### config.mk
export PLATFORM = sky130hd
export DESIGN_NAME = alu_arbiter
export DESIGN_NICKNAME = d
export VERILOG_FILES = /design/src/rtl/alu_arbiter.sv
export SDC_FILE = /design/constraint.sdc
export NUM_CORES = 1
export LEC_CHECK = 0
export CAP_MARGIN = 15
export CORE_AREA = 4 4 126 128
export CTS_BUF_LIST = sky130_fd_sc_hd__clkbuf_16
export DETAILED_ROUTE_END_ITERATION = 6
export DIE_AREA = 0 0 130 132
export GPL_ROUTABILITY_DRIVEN = 0
export PLACE_DENSITY = 0.71
export SLEW_MARGIN = 20
export SYNTH_ARGS = -nofsm -noshare
export SYNTH_HDL_FRONTEND = slang
export SYNTH_SLANG_ARGS = --single-unit
### constraint.sdc
create_clock -name clk -period 3 [get_ports clk]
set_input_delay 0.6 -clock clk [delete_from_list [all_inputs] [get_ports clk]]
set_output_delay 0.6 -clock clk [all_outputs]
set_load 0.02 [all_outputs]
### src/rtl/alu_arbiter.sv
// -----------------------------------------------------------------------------
// alu_arbiter
//
// Shares a single combinational ALU between two requesters: port 0 is the
// pipeline EX stage and port 1 is an auxiliary engine. Requesters are granted
// round-robin, at most one per cycle. Each requester has one registered
// response slot that holds its last ALU result.
//
// Parameters
//   WIDTH : operand/result width
//   OPW   : ALU function-code width
//   CNTW  : width of the saturating conflict counter
//
// Ports
//   clk, reset              : rising-edge clock, synchronous active-high reset
//   req<i>_valid/ready      : request handshake for requester i
//   req<i>_a/b/aluc         : operands and undecoded ALU function code
//   rsp<i>_valid/ready/data : registered result handshake for requester i
//   alu_a/alu_b/alu_c       : operands and function code driven to the ALU
//   alu_result              : ALU output, captured on the accept edge
//   prio                    : requester that wins the next conflict
//   conflict_cnt            : cycles with both requesters eligible, saturating
// -----------------------------------------------------------------------------
module alu_arbiter #(
  parameter int WIDTH = 32,
  parameter int OPW   = 6,
  parameter int CNTW  = 16
) (
  input  logic             clk,
  input  logic             reset,

  input  logic             req0_valid,
  output logic             req0_ready,
  input  logic [WIDTH-1:0] req0_a,
  input  logic [WIDTH-1:0] req0_b,
  input  logic [OPW-1:0]   req0_aluc,
  output logic             rsp0_valid,
  input  logic             rsp0_ready,
  output logic [WIDTH-1:0] rsp0_data,

  input  logic             req1_valid,
  output logic             req1_ready,
  input  logic [WIDTH-1:0] req1_a,
  input  logic [WIDTH-1:0] req1_b,
  input  logic [OPW-1:0]   req1_aluc,
  output logic             rsp1_valid,
  input  logic             rsp1_ready,
  output logic [WIDTH-1:0] rsp1_data,

  output logic [WIDTH-1:0] alu_a,
  output logic [WIDTH-1:0] alu_b,
  output logic [OPW-1:0]   alu_c,
  input  logic [WIDTH-1:0] alu_result,

  output logic             prio,
  output logic [CNTW-1:0]  conflict_cnt
);

  // Function code presented to the ALU when nobody is granted.
  localparam logic [OPW-1:0] ALU_ADD = OPW'(6'b100000);

  logic elig0, elig1;
  logic grant0, grant1;
  logic conflict;

  // A requester may issue when its response slot is free, or is being
  // drained this same cycle, so a consumer that keeps rsp_ready high sees
  // one result per cycle.
  assign elig0    = req0_valid & (~rsp0_valid | rsp0_ready);
  assign elig1    = req1_valid & (~rsp1_valid | rsp1_ready);
  assign conflict = elig0 & elig1;

  // prio only breaks ties; a lone eligible requester always wins. Reset
  // masks both grants so nothing presented during reset is accepted.
  assign grant0 = ~reset & elig0 & (~elig1 | ~prio);
  assign grant1 = ~reset & elig1 & (~elig0 |  prio);

  assign req0_ready = grant0;
  assign req1_ready = grant1;

  // NOTE: every output of a combinational block gets a default first, so no
  // path through the block leaves a value held and infers a latch.
  always_comb begin
    alu_a = '0;
    alu_b = '0;
    alu_c = ALU_ADD;
    if (grant0) begin
      alu_a = req0_a;
      alu_b = req0_b;
      alu_c = req0_aluc;
    end else if (grant1) begin
      alu_a = req1_a;
      alu_b = req1_b;
      alu_c = req1_aluc;
    end
  end

  // NOTE: sequential state uses non-blocking assignments so every register
  // samples pre-edge values, independent of statement order.
  always_ff @(posedge clk) begin
    if (reset) begin
      rsp0_valid   <= 1'b0;
      rsp0_data    <= '0;
      rsp1_valid   <= 1'b0;
      rsp1_data    <= '0;
      prio         <= 1'b0;
      conflict_cnt <= '0;
    end else begin
      // A new grant wins over release, so consume-and-reissue keeps the
      // slot valid and simply replaces the data.
      if (grant0) begin
        rsp0_valid <= 1'b1;
        rsp0_data  <= alu_result;
      end else if (rsp0_valid && rsp0_ready) begin
        rsp0_valid <= 1'b0;
      end

      if (grant1) begin
        rsp1_valid <= 1'b1;
        rsp1_data  <= alu_result;
      end else if (rsp1_valid && rsp1_ready) begin
        rsp1_valid <= 1'b0;
      end

      // The loser of this cycle gets priority next time.
      if (grant0) begin
        prio <= 1'b1;
      end else if (grant1) begin
        prio <= 1'b0;
      end

      if (conflict && (conflict_cnt != {CNTW{1'b1}})) begin
        conflict_cnt <= conflict_cnt + 1'b1;
      end
    end
  end

endmodule

==> impl_summary.log, run 1 <==
INFO  metric floorplan.rows = 45
INFO  metric worstPathCellList = clkdlybuf4s50_1 -> nand2b_4 -> buf_6 -> o311ai_4 -> nor2_4 -> buf_12 -> bufbuf_16 -> a22o_1 -> buf_2
INFO  metric post_cts_hold_buffer_count = 0
INFO  metric core_area = 14,900 µm²
INFO  metric portBuffers = 332
INFO  metric yosys-top-cells-area = sky130_fd_sc_hd__dfxtp_1, sky130_fd_sc_hd__a22o_1, sky130_fd_sc_hd__nand2_1
INFO  metric cp_depth = 9
INFO  metric postSynthAreaPerCell = 8.31 µm²
INFO  metric clock_sinks = 83
INFO  metric drive_gt1_frac = 0.176
INFO  metric detailed_place.area = 7610 µm²
INFO  metric slew_viol_final = 0
INFO  metric power.combinational.fraction = 0.312
INFO  metric power-per-cell-area = 419 nW/µm²
INFO  metric wire_per_inst = 20.9 µm
INFO  metric worst-r2r-cell-count = 6
INFO  metric power.net_switching = 1.00 mW
INFO  metric post-route-drc-count = 0
INFO  metric grt_pass1_wl = 29.8 mm
INFO  metric grt_pass1_vias = 4,773
INFO  metric fin_cells = 1,021
INFO  metric status = finished, final reports clean
INFO  metric wirelength = 21.4 mm
INFO  metric route.vias.total = 4,996
INFO  metric cpMaxStageDelayCell = sky130_fd_sc_hd__clkdlybuf4s50_1
INFO  metric cts-root-buf = sky130_fd_sc_hd__clkbuf_16
INFO  metric finish.instance_area = 8040 µm²
INFO  metric relSlewSlack = 0.639
INFO  metric synthArstFlopShare = 0
INFO  metric dp_hpwl = 16.8 mm
INFO  metric place.detailed.instances = 987
INFO  metric most_common_cell_after_layout_fill_and_taps_aside = sky130_fd_sc_hd__clkdlybuf4s50_1
INFO  metric syn-num-nets = 663
INFO  metric worstReg2RegEnd = conflict_cnt[15]
INFO  metric clk_pin_slew = 0.06 ns
INFO  metric internal_power = 2.37 mW
INFO  metric synth_flop_cell = sky130_fd_sc_hd__dfxtp_1
INFO  metric cts_buffers = 9
INFO  metric die-height = 132 µm
INFO  metric cts.htree.levels = 3
INFO  metric yosys.cell_types.count = 42
INFO  metric globalRouteTotalUtil = 0.232
INFO  metric p_total = 3.37 mW
INFO  metric layout.cells.most_common_list = sky130_fd_sc_hd__clkdlybuf4s50_1, sky130_fd_sc_hd__nand2_1, sky130_fd_sc_hd__dfxtp_1
INFO  metric via_per_inst = 4.89
INFO  metric globalRoute.totalOverflow = 0
INFO  metric hold_path.startpoint = rsp1_data[22]
INFO  metric p_r_area_growth_vs_syn = 99.9%
INFO  metric nNetsFinal = 1,002
INFO  metric drtPass1Iterations = 4
INFO  metric synthDominantAreaCellType = sky130_fd_sc_hd__dfxtp_1
INFO  metric num_io_pins = 333
INFO  metric worst-path-buf-inv = 5
INFO  metric cpLargestDelayFamily = buffers and inverters
INFO  metric antenna_violating_nets_post_route = 0
INFO  metric p_leak = 3.24 nW
INFO  metric initial_antenna_violation_count = 7
INFO  metric worst_hold_path.endpoint = rsp1_data[22]
INFO  metric share_of_the_synthesized_area_in_the_top_cell_type = 0.413
INFO  metric slowest_delay = 0.47 ns
INFO  metric start_util = 0.270
INFO  metric grt_max_degree = 49
INFO  metric max_slew.worst_pin.slew = 0.537 ns
INFO  metric timing.final.setup_violations = 0
INFO  metric synth-seq-area-share = 0.413
INFO  metric r2r-start = conflict_cnt[0]
INFO  metric clk_path_buf_depth = 2
INFO  metric required = 2.40 ns
INFO  metric max_cap_viol = 0
INFO  metric power.ir.vdd_worst = 0.000425 V
INFO  metric grt_met3_use = 0.0790
INFO  metric end_kind = output port
INFO  metric timing.hold.worst.class = reg -> reg
INFO  metric dr.first_iter.drc_count = 203
INFO  metric worstSkewPairLatency = 0.34 ns
INFO  metric tritoncts = built
INFO  metric p_sw_frac = 0.297
INFO  metric grtUsageMet1 = 0.271
INFO  metric synthesis.yosys.warnings = 0
INFO  metric pwr-share-seq = 0.354
INFO  metric global_route.usage.met2 = 0.387
INFO  metric crit_type = in -> out
INFO  metric grt-busiest-layer = met2
INFO  metric die_outline_area = 17,200 µm²
INFO  metric clock_period_minus_final_worst_setup_slack = 2.95 ns
INFO  metric cp_data_arrival_time = 2.35 ns
INFO  metric yosys_register_bits = 83
INFO  metric setup_tns_final = 0 ns
INFO  metric setup.worst_path.start_class = input pin
INFO  metric power_share_of_the_clock_group = 0.334
INFO  metric worst_hold_path.num_cells = 2
INFO  metric x_dimension_of_the_die = 130 µm
INFO  metric maxClockFrequency = 0.340 GHz
INFO  metric timing.critical_path.fanout_max = 6
INFO  metric number_of_synthesized_flops_with_an_enable_pin = 0
INFO  metric ff2ff_setup_slack = 0.86 ns
INFO  metric synth_cells = 484
INFO  metric final.period_utilization = 0.982
INFO  metric syn_area = 4020 µm²
INFO  metric timing.clock.skew = 0.00535 ns
INFO  metric rsz0062_at_grt = true
INFO  metric hold_violations = 0
==> cell type report <==
| class | count | area [µm²] |
|---|---|---|
| clock buffer | 9 | 225 |
| sequential | 83 | 1660 |
| timing repair buffer | 369 | 3610 |
| multi-input combinational | 357 | 2200 |
| antenna | 5 | 12.5 |
| tap | 188 | 235 |
| inverter | 3 | 11.3 |
| fill | 1425 | 6830 |
| clock inverter | 7 | 77.6 |
==> kinds of logic after synthesis <==
family                   synth area share
AO/OA/AOI/OAI                       0.277
adder cells (fa/ha/maj)           0.00311
buffers and inverters              0.0604
flip-flops                          0.413
multiplexers                       0.0243
AND/OR/NAND/NOR                     0.222
==> worst register-to-register path, cell delays in order (launching register included) <==
cell and delay (ns):
sky130_fd_sc_hd__dfxtp_1 0.40, sky130_fd_sc_hd__ha_1 0.23, sky130_fd_sc_hd__nand4_2 0.16, sky130_fd_sc_hd__nor4_4 0.55
sky130_fd_sc_hd__buf_4 0.27, sky130_fd_sc_hd__nor4_1 0.09, sky130_fd_sc_hd__mux2_1 0.33
==> repair_timing <==
action                                  4_1_cts  5_1_grt
buffers inserted                              2        5
gates resized for setup                     220       67
pin swaps                                     5        4
endpoints found under the setup margin       68       66
cloned                                        4        2
==> cells in the mapped netlist, types with 5 or more instances <==
cell type                  instances
sky130_fd_sc_hd__nor2_1            9
sky130_fd_sc_hd__clkbuf_1         19
sky130_fd_sc_hd__buf_6             8
sky130_fd_sc_hd__buf_2            11
sky130_fd_sc_hd__a22o_1           69
sky130_fd_sc_hd__nand2_1         134
sky130_fd_sc_hd__dfxtp_1          83
sky130_fd_sc_hd__a21oi_1          73
sky130_fd_sc_hd__nor4_1            7
sky130_fd_sc_hd__mux2_1            5
sky130_fd_sc_hd__nand4_1           5
sky130_fd_sc_hd__o31ai_1           5
sky130_fd_sc_hd__nor2b_1           9
==> power by group through the flow <==
| stage | registers (mW) | clock network (mW) | logic (mW) |
|---|---|---|---|
| floorplan | 1.29 | 0 | 0.348 |
| global route | 1.20 | 1.19 | 1.11 |
| CTS | 1.19 | 1.15 | 1.05 |
| detailed placement | 1.22 | 0 | 1.03 |
| global placement | 1.21 | 0 | 1.03 |
| finish | 1.19 | 1.13 | 1.05 |
==> routing by layer <==
metal / vias up / wire length (µm)
li1: 2425 / -
met1: 2314 / 8360
met5: - / 34
met2: 216 / 10400
met4: 6 / 688
met3: 35 / 1900
==> worst max-delay path by stage <==
stage,start,to,slack (ns)
2_1_floorplan,rsp1_ready,alu_a[22],0.44
3_3_place_gp,rsp1_ready,alu_b[23],-0.41
3_5_place_dp,rsp1_ready,alu_b[25],-0.45
4_1_cts,rsp1_ready,alu_b[8],-0.11
5_1_grt,rsp1_ready,alu_c[5],-0.02
6_report,rsp1_ready,alu_a[4],0.05
==> per-stage QoR <==
stage          hold slack (ns)   util  setup slack, ns
6_report                 0.451  0.541           0.0548
5_1_grt                  0.469  0.541          -0.0226
4_1_cts                  0.454  0.545           -0.106
3_5_place_dp             0.446  0.512           -0.445
3_3_place_gp             0.441  0.512           -0.408
2_1_floorplan            0.533      -            0.441
==> state kept, by name, indices dropped and copies added, names as in the netlist <==
register / count
prio: 1
rsp0_data: 32
rsp1_data: 32
conflict_cnt: 16
rsp1_valid: 1
rsp0_valid: 1
Note: power is estimated with default switching activity, not from simulation.
==> inputs of run 2 (changes only) <==
CELL_PAD_IN_SITES_DETAIL_PLACEMENT = 1   (was not set)
CELL_PAD_IN_SITES_GLOBAL_PLACEMENT = 1   (was not set)
CORE_AREA = not set   (was 4 4 126 128)
CORE_MARGIN = 4   (was not set)
CORE_UTILIZATION = 23   (was not set)
DIE_AREA = not set   (was 0 0 130 132)
PLACE_DENSITY = 0.87   (was 0.71)
==> run 2 against run 1 <==
  * Clock power about the same
  * Non-clock buffer count down 6
  * Routed wire length up 7.4%
  * Combinational power about the same
  * Utilization down 8.4 points
  * Final area down 2.1%
  * Count of clock-buffer cells in the layout unchanged
  * Register-to-register slack worse by 0.10 ns
  * Worst hold slack about the same
  * Critical path type unchanged
==> impl_summary.log, run 2 (synthesized netlist as in run 1, its figures left out) <==
INFO  metric status = finished, final reports clean
INFO  metric power-per-cell-area = 421 nW/µm² (+0.56%)
INFO  metric core_area = 17,200 µm² (+16%)
INFO  metric start_util = 0.233 (-0.0372)
INFO  metric place.detailed.instances = 1,025 (+3.9%)
INFO  metric fin_cells = 1,050 (+2.8%)
INFO  metric holdWs = 0.451 ns (+0.00000900 ns)
INFO  metric power.ir.vdd_worst = 0.000270 V (-37%)
INFO  metric internal_power = 2.33 mW (-1.7%)
INFO  metric route.vias.total = 5,073 (+1.5%)
INFO  metric dr.first_iter.drc_count = 121 (-40%)
INFO  metric portBuffers = 332 (unchanged)
INFO  metric worstReg2RegEnd = conflict_cnt[15]
INFO  metric max_cap_viol = 0 (unchanged)
INFO  metric maxClockFrequency = 0.339 GHz (-0.22%)
INFO  metric pwr-share-seq = 0.360 (+0.006)
INFO  metric layout_top_registers = rsp0_data (32), rsp1_data (32), conflict_cnt (16)
INFO  metric timing.critical_path.fanout_max = 36 (+30)
INFO  metric cp_data_arrival_time = 2.35 ns (about the same)
INFO  metric hold_path.startpoint = rsp1_data[28]
INFO  metric num_io_pins = 333 (unchanged)
INFO  metric r2r-start = conflict_cnt[0]
INFO  metric tritoncts = built
INFO  metric layout.cells.most_common_list = sky130_fd_sc_hd__clkdlybuf4s50_1, sky130_fd_sc_hd__nand2_1, sky130_fd_sc_hd__dfxtp_1
INFO  metric drtPass1Iterations = 4 (unchanged)
INFO  metric p_r_area_growth_vs_syn = 95.7%
INFO  metric antenna_violating_nets_post_route = 0 (unchanged)
INFO  metric timing.final.setup_violations = 0 (unchanged)
INFO  metric clk_path_buf_depth = 2 (unchanged)
INFO  metric final.period_utilization = 0.984 (+0.00218)
INFO  metric wire_per_inst = 21.9 µm (+4.5%)
INFO  metric drive_gt1_frac = 0.167 (-0.00966)
INFO  metric worst_hold_path.num_cells = 2 (unchanged)
INFO  metric power_share_of_the_clock_group = 0.331 (-0.003)
INFO  metric most_common_cell_after_layout_fill_and_taps_aside = sky130_fd_sc_hd__clkdlybuf4s50_1
INFO  metric post_cts_hold_buffer_count = 0 (unchanged)
INFO  metric postLayoutCoreUtil = 0.457 (-0.0842)
INFO  metric timing.hold.worst.class = reg -> reg
INFO  metric cts.htree.levels = 3 (unchanged)
INFO  metric fillers = 2,086 (+46%)
INFO  metric ff2ff_setup_slack = 0.76 ns (-0.10 ns)
INFO  metric required = 2.40 ns (about the same)
INFO  metric clock_sinks = 83 (unchanged)
INFO  metric globalRoute.totalOverflow = 0 (unchanged)
INFO  metric grt_pass1_vias = 5,371 (+13%)
INFO  metric layout_setup_ws = 0.0482 ns (-0.00653 ns)
INFO  metric hold_violations = 0 (unchanged)
INFO  metric relSlewSlack = 0.563 (-0.0756)
INFO  metric p_leak = 3.15 nW (-2.7%)
INFO  metric dp_hpwl = 18.7 mm (+12%)
INFO  metric floorplan.rows = 48 (+6.7%)
INFO  metric wirelength = 23.0 mm (+7.4%)
INFO  metric cts-root-buf = sky130_fd_sc_hd__clkbuf_16
INFO  metric clk_pin_slew = 0.06 ns (about the same)
INFO  metric initial_antenna_violation_count = 4 (-3)
INFO  metric end_kind = output port
INFO  metric power.net_switching = 990 µW (-1.1%)
INFO  metric via_per_inst = 4.83 (-1.3%)
INFO  metric die-height = 140 µm (+6.2%)
INFO  metric post-place-ws = -0.446 ns (-0.000173 ns)
INFO  metric worst_hold_path.endpoint = rsp1_data[28]
INFO  metric rsz0062_at_grt = true
INFO  metric x_dimension_of_the_die = 140 µm (+7.9%)
INFO  metric clock_period_minus_final_worst_setup_slack = 2.95 ns (+0.00653 ns)
INFO  metric post-route-drc-count = 0 (unchanged)
INFO  metric slew_viol_final = 0 (unchanged)
INFO  metric die_outline_area = 19,700 µm² (+15%)
INFO  metric grt_max_degree = 61 (+24%)
INFO  metric nNetsFinal = 996 (-0.60%)
INFO  metric timing.clock.skew = 0.0141 ns (+0.00879 ns)
INFO  metric cts_buffers = 9 (unchanged)
INFO  metric worst-r2r-cell-count = 6 (unchanged)
INFO  metric worstSkewPairLatency = 0.34 ns (about the same)
INFO  metric setup.worst_path.start_class = input pin
INFO  metric crit_type = in -> out
INFO  metric globalRouteTotalUtil = 0.223 (-0.00859)
INFO  metric power.combinational.fraction = 0.308 (-0.004)
INFO  metric p_sw_frac = 0.299 (+0.00127)
INFO  metric max_slew.worst_pin.slew = 0.655 ns (+0.117 ns)
INFO  metric grt_pass1_wl = 33.7 mm (+13%)
run 2: changes by cell type in the layout (fill, tap and decap cells not counted), moves of 2 or more:
cell,change
sky130_fd_sc_hd__a22o_4,-2
sky130_fd_sc_hd__diode_2,-2
sky130_fd_sc_hd__dlygate4sd2_1,-2
sky130_fd_sc_hd__buf_16,-3
sky130_fd_sc_hd__a22o_1,+3
sky130_fd_sc_hd__clkdlybuf4s15_2,+2
sky130_fd_sc_hd__buf_2,+3
sky130_fd_sc_hd__clkbuf_16,-2
sky130_fd_sc_hd__buf_8,-2
run 2: worst max-delay path by stage:
stage	startpoint	to	slack (ns)	cells after the start
floorplan	rsp1_ready	alu_a[22]	0.44	7
global placement	rsp1_ready	alu_b[15]	-0.37	7
detailed placement	rsp1_ready	alu_b[15]	-0.45	7
CTS	rsp1_ready	alu_c[5]	-0.05	7
global route	req0_valid	alu_b[15]	-0.03	8
finish	req0_valid	alu_b[15]	0.05	8
run 2: layout make-up:
| class | count | area (µm²) | share of cell area |
|---|---|---|---|
| Tap cell | 225 | 282 | 0.0358 |
| Clock inverter | 7 | 67.6 | 0.00859 |
| Multi-Input combinational cell | 357 | 2180 | 0.278 |
| Sequential cell | 83 | 1660 | 0.211 |
| Timing Repair Buffer | 363 | 3430 | 0.436 |
| Inverter | 3 | 11.3 | 0.00143 |
| Antenna cell | 3 | 7.51 | 0.000954 |
| Clock buffer | 9 | 225 | 0.0286 |
run 2: worst max-delay path: stages:
cell	delay, ns
sky130_fd_sc_hd__clkdlybuf4s50_1	0.51
sky130_fd_sc_hd__inv_2	0.07
sky130_fd_sc_hd__buf_12	0.12
sky130_fd_sc_hd__o311ai_4	0.28
sky130_fd_sc_hd__nor2_4	0.09
sky130_fd_sc_hd__buf_12	0.18
sky130_fd_sc_hd__a22o_1	0.20
sky130_fd_sc_hd__clkdlybuf4s15_2	0.28
run 2: through the flow:
stage / area, µm² / TNS (ns) / total power [mW]
floorplan: 4020 / 0 / 1.64
global placement: 7680 / -19.18 / 2.25
detailed placement: 7680 / -21.69 / 2.27
CTS: 7920 / -0.0909 / 3.37
global route: 7870 / -0.0503 / 3.47
finish: 7870 / 0 / 3.32
run 2: power by group through the flow:
stage               Clock, mW  Sequential, mW  Combinational, mW
floorplan                   0            1.29              0.348
global route             1.18            1.20               1.09
CTS                      1.13            1.19               1.04
detailed placement          0            1.22               1.05
finish                   1.10            1.19               1.02
global placement            0            1.21               1.04
run 2: timing repair:
item	CTS	global route
buffers inserted	6	0
pin swaps	4	2
resized for setup	243	21
gates cloned	1	0
setup endpoints to repair	70	42
run 2: per-layer routing:
layer / up-vias / routed length, µm / part of all wire / GRT usage
li1: 2401 / - / - / -
met1: 2454 / 8410 / 0.37 / 0.237
met2: 196 / 12300 / 0.53 / 0.418
met3: 20 / 1830 / 0.080 / 0.0686
met4: 2 / 449 / 0.020 / 0.0709
met5: - / 13 / 0.00057 / 0
==> inputs of run 3 (changes only) <==
MAX_ROUTING_LAYER = met4   (was not set)
==> run 3 against run 2 <==
  * Flip-flop and latch count stayed put
  * Utilization grew 0.33 points
  * Setup slack better by 0.051 ns
  * Sequential share of layout area decreased by 0.15 points
  * Worst hold slack about the same
  * First-iteration DRC count shrank 9.9%
  * Total power about the same
  * Final area increased by 0.73%
==> impl_summary.log, run 3 (synthesized netlist as in run 1, its figures left out) <==
INFO  metric hold_violations = 0 (unchanged)
INFO  metric grt_pass1_wl = 33.6 mm (-0.43%)
INFO  metric final.period_utilization = 0.967 (-0.0171)
INFO  metric num_io_pins = 333 (unchanged)
INFO  metric layout_setup_ws = 0.0995 ns (+0.0513 ns)
INFO  metric max_cap_viol = 0 (unchanged)
INFO  metric route.vias.total = 5,083 (+0.20%)
INFO  metric clock_sinks = 83 (unchanged)
INFO  metric layout.cells.most_common_list = sky130_fd_sc_hd__clkdlybuf4s50_1, sky130_fd_sc_hd__nand2_1, sky130_fd_sc_hd__dfxtp_1
INFO  metric globalRouteTotalUtil = 0.229 (+0.00565)
INFO  metric timing.final.setup_violations = 0 (unchanged)
INFO  metric cts-root-buf = sky130_fd_sc_hd__clkbuf_16
INFO  metric place.detailed.instances = 1,025 (unchanged)
INFO  metric wire_per_inst = 21.9 µm (about the same)
INFO  metric cts.htree.levels = 3 (unchanged)
INFO  metric grt_pass1_vias = 5,385 (+0.26%)
INFO  metric rsz0062_at_grt = false
INFO  metric max_slew.worst_pin.slew = 0.640 ns (-0.0152 ns)
INFO  metric post-route-drc-count = 0 (unchanged)
INFO  metric power-per-cell-area = 419 nW/µm² (-0.65%)
INFO  metric post-place-ws = -0.446 ns (unchanged)
INFO  metric end_kind = output port
INFO  metric fin_cells = 1,051 (+0.095%)
INFO  metric fillers = 2,073 (-0.62%)
INFO  metric dp_hpwl = 18.7 mm (unchanged)
INFO  metric antenna_violating_nets_post_route = 0 (unchanged)
INFO  metric clk_path_buf_depth = 2 (unchanged)
INFO  metric drtPass1Iterations = 4 (unchanged)
INFO  metric post_cts_hold_buffer_count = 0 (unchanged)
INFO  metric p_leak = 3.16 nW (+0.24%)
INFO  metric floorplan.rows = 48 (unchanged)
INFO  metric cts_buffers = 9 (unchanged)
INFO  metric timing.critical_path.fanout_max = 28 (-22%)
INFO  metric cp_data_arrival_time = 2.30 ns (-0.05 ns)
INFO  metric tritoncts = built
INFO  metric nNetsFinal = 996 (unchanged)
INFO  metric power.ir.vdd_worst = 0.000267 V (-1.1%)
INFO  metric status = finished, final reports clean
INFO  metric p_r_area_growth_vs_syn = 97.2%
INFO  metric required = 2.40 ns (about the same)
INFO  metric setup.worst_path.start_class = input pin
INFO  metric setup_tns_final = 0 ns (unchanged)
INFO  metric dr.first_iter.drc_count = 109 (-9.9%)
INFO  metric timing.hold.worst.class = reg -> reg
INFO  metric clk_pin_slew = 0.06 ns (about the same)
INFO  metric initial_antenna_violation_count = 4 (unchanged)
INFO  metric crit_type = in -> out
INFO  metric portBuffers = 332 (unchanged)
INFO  metric maxClockFrequency = 0.345 GHz (+1.8%)
INFO  metric start_util = 0.233 (unchanged)
INFO  metric most_common_cell_after_layout_fill_and_taps_aside = sky130_fd_sc_hd__clkdlybuf4s50_1
INFO  metric die_outline_area = 19,700 µm² (unchanged)
INFO  metric x_dimension_of_the_die = 140 µm (unchanged)
INFO  metric die-height = 140 µm (unchanged)
INFO  metric holdWs = 0.451 ns (+0.0000630 ns)
INFO  metric worstSkewPairLatency = 0.33 ns (about the same)
INFO  metric relSlewSlack = 0.574 (+0.0101)
INFO  metric timing.clock.skew = 0.00891 ns (-0.00523 ns)
INFO  metric clock_period_minus_final_worst_setup_slack = 2.90 ns (-0.0513 ns)
INFO  metric layout_top_registers = rsp0_data (32), rsp1_data (32), conflict_cnt (16)
INFO  metric core_area = 17,200 µm² (unchanged)
INFO  metric drive_gt1_frac = 0.168 (+0.00122)
INFO  metric slew_viol_final = 0 (unchanged)
INFO  metric globalRoute.totalOverflow = 0 (unchanged)
INFO  metric grt_max_degree = 61 (unchanged)
INFO  metric wirelength = 23.0 mm (+0.14%)
INFO  metric via_per_inst = 4.84 (+0.10%)
==> run 3: power breakdown <==
part	leakage (nW)	internal [mW]	total (mW)	switching, mW
clock	0.145	0.642	1.10	0.454
combinational	2.34	0.527	1.03	0.500
sequential	0.679	1.16	1.19	0.0324
==> run 3: layout make-up <==
cell class                 instances  area, µm²  share of cell area
antenna                            4       10.0             0.00126
clock inverter                     7       67.6             0.00852
tap                              225        282              0.0355
sequential                        83       1660               0.210
inverter                           3       11.3             0.00142
clock buffer                       9        225              0.0284
timing repair buffer             363       3480               0.439
multi-input combinational        357       2190               0.277
==> run 3: timing repair <==
item	in CTS	in global routing
resized for setup	243	17
buffers inserted	6	0
gates cloned	1	0
endpoints found under the setup margin	70	42
pin swaps	4	4
==> run 3: worst max-delay path: stages <==
cell and delay [ns]:
sky130_fd_sc_hd__clkdlybuf4s50_1 0.44, sky130_fd_sc_hd__a311o_2 0.45, sky130_fd_sc_hd__nor2_8 0.16, sky130_fd_sc_hd__buf_12 0.19, sky130_fd_sc_hd__a22o_1 0.17, sky130_fd_sc_hd__clkdlybuf4s15_2 0.27
==> run 3: final timing paths <==
check | to | depth (start not counted) | startpoint | slack, ns
setup / recovery | alu_a[19] | 6 | req1_valid | 0.1
hold / removal | rsp1_data[28] | 2 | rsp1_data[28] | 0.45
setup reg to reg | conflict_cnt[15] | 6 | conflict_cnt[0] | 0.76
hold reg to reg | rsp1_data[28] | 2 | rsp1_data[28] | 0.45
==> run 3: through the flow <==
stage | instance area, µm² | util | total power [mW]
floorplan | 4020 | - | 1.64
global placement | 7680 | 0.446 | 2.25
detailed placement | 7680 | 0.446 | 2.27
CTS | 7920 | 0.459 | 3.37
global route | 7930 | 0.460 | 3.47
finish | 7930 | 0.460 | 3.32
==> run 3: metal layers <==
metal,up-vias,global-route usage,wire length (µm)
met3,20,0.0635,1760
met4,0,0.0709,473
met1,2460,0.238,8500
li1,2404,-,-
met2,199,0.418,12200
met5,-,-,0
